`config.mk`:
```
export PLATFORM = sky130hd
export DESIGN_NAME = uart_tx_frame
export DESIGN_NICKNAME = d
export VERILOG_FILES = /design/src/rtl/uart_tx_frame.sv
export SDC_FILE = /design/constraint.sdc
export NUM_CORES = 1
export LEC_CHECK = 0
export ABC_AREA = 1
export CAP_MARGIN = 5
export CORE_MARGIN = 2
export CORE_UTILIZATION = 51
export DETAILED_ROUTE_END_ITERATION = 12
export PLACE_DENSITY = 0.82
export SLEW_MARGIN = 20
export SYNTH_ARGS = -nofsm -noshare
export SYNTH_HDL_FRONTEND = slang
export SYNTH_SLANG_ARGS = --single-unit
```
`constraint.sdc`:
```
create_clock -name Uart_Tx_CLK -period 1.65 [get_ports Uart_Tx_CLK]
set_input_delay 0.165 -clock Uart_Tx_CLK [delete_from_list [all_inputs] [get_ports Uart_Tx_CLK]]
set_output_delay 0.165 -clock Uart_Tx_CLK [all_outputs]
set_load 0.02 [all_outputs]
```
`src/rtl/uart_tx_frame.sv`:
```
// rtl/uart_tx_frame.sv - serializing UART transmitter, one bit per clock: start, data LSB first, optional parity, stop
module uart_tx_frame #(
    parameter int WIDTH = 8
) (
    input  logic             Uart_Tx_CLK,
    input  logic             Uart_Tx_RST,
    input  logic [WIDTH-1:0] Uart_Tx_P_DATA,
    input  logic             Uart_Tx_Data_Valid,
    input  logic             Uart_Tx_PAR_EN,
    input  logic             Uart_Tx_PAR_TYP,
    output logic             Uart_Tx_OUT,
    output logic             Uart_Tx_Busy
);

    localparam int CW = (WIDTH > 1) ? $clog2(WIDTH) : 1;
    localparam logic [CW-1:0] LAST_BIT = CW'(WIDTH - 1);

    typedef enum logic [2:0] {
        IDLE,
        START,
        DATA,
        PARITY,
        STOP
    } state_t;

    state_t           state;
    logic [CW-1:0]    bit_cnt;
    logic [WIDTH-1:0] data_reg;
    logic             par_en_reg;
    logic             par_typ_reg;

    logic [CW-1:0]    next_cnt;
    logic             parity_bit;

    assign next_cnt   = bit_cnt + 1'b1;
    assign parity_bit = (^data_reg) ^ par_typ_reg;

    // Outputs are registered alongside the state, so each branch loads the
    // line value that belongs to the state being entered.
    always_ff @(posedge Uart_Tx_CLK) begin
        if (Uart_Tx_RST) begin
            state        <= IDLE;
            bit_cnt      <= '0;
            data_reg     <= '0;
            par_en_reg   <= 1'b0;
            par_typ_reg  <= 1'b0;
            Uart_Tx_OUT  <= 1'b1;
            Uart_Tx_Busy <= 1'b0;
        end else begin
            case (state)
                IDLE: begin
                    if (Uart_Tx_Data_Valid) begin
                        data_reg     <= Uart_Tx_P_DATA;
                        par_en_reg   <= Uart_Tx_PAR_EN;
                        par_typ_reg  <= Uart_Tx_PAR_TYP;
                        state        <= START;
                        Uart_Tx_OUT  <= 1'b0;
                        Uart_Tx_Busy <= 1'b1;
                    end else begin
                        Uart_Tx_OUT  <= 1'b1;
                        Uart_Tx_Busy <= 1'b0;
                    end
                end
                START: begin
                    state        <= DATA;
                    bit_cnt      <= '0;
                    Uart_Tx_OUT  <= data_reg[0];
                    Uart_Tx_Busy <= 1'b1;
                end
                DATA: begin
                    Uart_Tx_Busy <= 1'b1;
                    if (bit_cnt == LAST_BIT) begin
                        if (par_en_reg) begin
                            state       <= PARITY;
                            Uart_Tx_OUT <= parity_bit;
                        end else begin
                            state       <= STOP;
                            Uart_Tx_OUT <= 1'b1;
                        end
                    end else begin
                        bit_cnt     <= next_cnt;
                        Uart_Tx_OUT <= data_reg[next_cnt];
                    end
                end
                PARITY: begin
                    state        <= STOP;
                    Uart_Tx_OUT  <= 1'b1;
                    Uart_Tx_Busy <= 1'b1;
                end
                STOP: begin
                    // A request here chains straight into the next start bit.
                    if (Uart_Tx_Data_Valid) begin
                        data_reg     <= Uart_Tx_P_DATA;
                        par_en_reg   <= Uart_Tx_PAR_EN;
                        par_typ_reg  <= Uart_Tx_PAR_TYP;
                        state        <= START;
                        Uart_Tx_OUT  <= 1'b0;
                        Uart_Tx_Busy <= 1'b1;
                    end else begin
                        state        <= IDLE;
                        Uart_Tx_OUT  <= 1'b1;
                        Uart_Tx_Busy <= 1'b0;
                    end
                end
                default: begin
                    state        <= IDLE;
                    Uart_Tx_OUT  <= 1'b1;
                    Uart_Tx_Busy <= 1'b0;
                end
            endcase
        end
    end

endmodule
```
==> results.yml <==
global_routing:
  grt_first_pass_wirelength_um: 3243
  antenna_found_initial: 0
  grt_pass1_vias: 804
  grtUsageMet2_pct: 33.51
  overflow: 0
  grtUsageMet1_pct: 26.51
  grt_max_degree: 18
  met3_usage_pct: 3.462
  top_usage_layer: "met2"
  grt_util_all_layers_pct: 20.86
critical_path:
  crit-reg2reg-capture: "Uart_Tx_OUT"
  critical_path_class: "flip-flop to flip-flop"
  crit_path_max_fanout: 7
  r2r-start: "bit_cnt[0]"
  worstSetupStartpointType: "flip-flop"
  endpoint: "Uart_Tx_OUT"
  reg2reg_slack_ps: 100
  end_kind: "flip-flop"
  worst_ep_arrival_time_ps: 1750
  crit_start: "bit_cnt[0]"
  cp_data_required_time_ps: 1850
  r2r_cells: 10
detailed_routing:
  post_drt_wl_per_cell_um: 10.79
  firstDrtPassIters: 4
  drt_iter0_drc: 13
  via_per_inst: 4.967
  antenna_left: 0
  wirelength_um: 1953
  vias: 899
  drc: 0
pwr:
  clockPowerShare_pct: 13.7
  p_sw_share_pct: 45.29
  comb_power_share_pct: 50.2
  ir_drop_uv: 999.7
  power_mw: 2.024
  p_leak_nw: 0.5319
  power.internal_mw: 1.107
  powerDensity_nw_per_um2: 1749
  seq_power_share_pct: 36.1
  power.switching_mw: 0.9167
timing:
  clock.fmax_mhz: 647.2
  skew_ps: 8.744
  min_period_ps: 1545
  setup_slack_ps: 104.9
  drv_slew: 0
  period_share_pct: 93.64
  worstMarginPinSlew_ps: 313.1
  rsz0062_at_grt: "false"
  setup_violations: 0
  slew_headroom_pct: 78.97
  tns_ps: 0
  worst_hold_slack_ps: 445.7
  final-hold-violation-count: 0
place:
  placed_cell_area_um2: 1121
  place_congestion: 0.9207
  dp_hpwl_um: 1589
  dp.cells: 177
  numPortBuffers: 14
  place_worst_setup_slack_ps: 127.6
clock_tree:
  cts-root-buf: "clkbuf_4"
  clock_latency_ps: 300
  htree_levels: 1
  postCtsHoldBufs: 0
  clkTransAtPathRegs_ps: 110
  cts_tree: "yes"
  cts_setup_buffers: 0
  clock_sinks: 18
  clk_path_buf_depth: 2
  cts_made_buffers: 3
  cts_resized: 0
layout:
  mostFrequentLayoutCells: "nand2_1 (29), dfxtp_1 (18), inv_1 (17)"
  final_common_cell: "nand2_1"
  multi_input_area_um2: 499.2
  syn_to_final_growth_pct: 20.92
  largest_register_ffs: 8
  n_fill_cell: 155
  layout-drive-gt1-share_pct: 10.90
  final_cells: 181
  post-route-util_pct: 66.31
  fin_nets: 172
  fin_area_um2: 1157
  regArea_um2: 360.3
  antenna_cells: 0
synthesis:
  synth_area_um2: 957.2
  synth.area.top_cells: "dfxtp_1 (38%), nand2_1 (11%), o21ai_0 (7.3%), inv_1 (6.7%), a21oi_1 (6.3%)"
  syn_inst: 139
  ys_seq_area_share_pct: 37.65
  synth_nets: 154
  yosys_warnings: 0
  synth_top_area_share_pct: 37.65
  synth_top_area_cell: "dfxtp_1"
  syn_avg_cell_area_um2: 6.886
  synth_cell_types: 23
  yosys_register_bits: 18
die:
  io_pins: 15
  coreArea_um2: 1745
  initial_core_util_pct: 54.84
  rows: 15
  die_width_um: 47.32
  die_y_um: 47.32
  die_area_um2: 2239
outcome:
  outcome: "completed"
worst_hold_path:
  worstHoldPathCells: 3
  hold_path_class: "input port to flip-flop"
flow_run:
  max-cap-violations: 0
==> final cells by class <==
| cell class | instances | area share, % |
|---|---|---|
| clock buffers | 4 | 3.135 |
| inverters | 22 | 7.135 |
| well taps | 25 | 2.703 |
| repair buffers | 15 | 12.76 |
| multi-input cells | 97 | 43.14 |
| flip-flops and latches | 18 | 31.14 |
==> logic make-up after synthesis <==
logic type,Yosys count,synth area share (%)
xor+xnor,3,2.746
simple gates,61,29.15
fa+ha+maj,2,2.614
buf+inv,24,10.20
compound gates,31,17.65
flops,18,37.65
==> worst max-delay path, stage by stage (launching register included) <==
cell	delay [ps]
dfxtp_1	390
ha_1	220
ha_1	300
inv_1	100
nand3_1	100
nand3_1	90
nand2_1	50
nand2_1	50
nand2_1	50
nand2_1	60
nand2_1	40
==> cells in the mapped netlist, drive strengths merged <==
master  instances
buf             2
o21ai          15
xor2            1
nor2           18
a21oi          12
inv            22
nor3            3
dfxtp          18
nand3           9
xnor2           2
ha              2
a31oi           1
o21a            1
nand2          31
a211oi          2
==> how the worst min path moves through the flow <==
stage,start,endpoint,slack [ps]
6_report,Uart_Tx_P_DATA[2],data_reg[2],450
5_1_grt,Uart_Tx_P_DATA[2],data_reg[2],480
4_1_cts,Uart_Tx_P_DATA[2],data_reg[2],450
3_5_place_dp,data_reg[5],data_reg[5],490
3_3_place_gp,data_reg[5],data_reg[5],470
2_1_floorplan,Uart_Tx_RST,bit_cnt[0],240
==> layer usage <==
metal | share of wire, % | wire length (µm)
met3 | 2.2 | 42
met4 | 2.6 | 51
met5 | 0 | 0
met1 | 49 | 953
met2 | 46 | 905
==> power groups by stage <==
stage | Sequential [mW] | Combinational, mW | Clock, mW
floorplan | 0.724 | 0.799 | 0
global placement | 0.728 | 0.964 | 0
detailed placement | 0.739 | 1.01 | 0
CTS | 0.728 | 1.02 | 0.279
global route | 0.743 | 1.18 | 0.294
finish | 0.730 | 1.02 | 0.278
No activity file was read; power rests on OpenSTA's default activity.
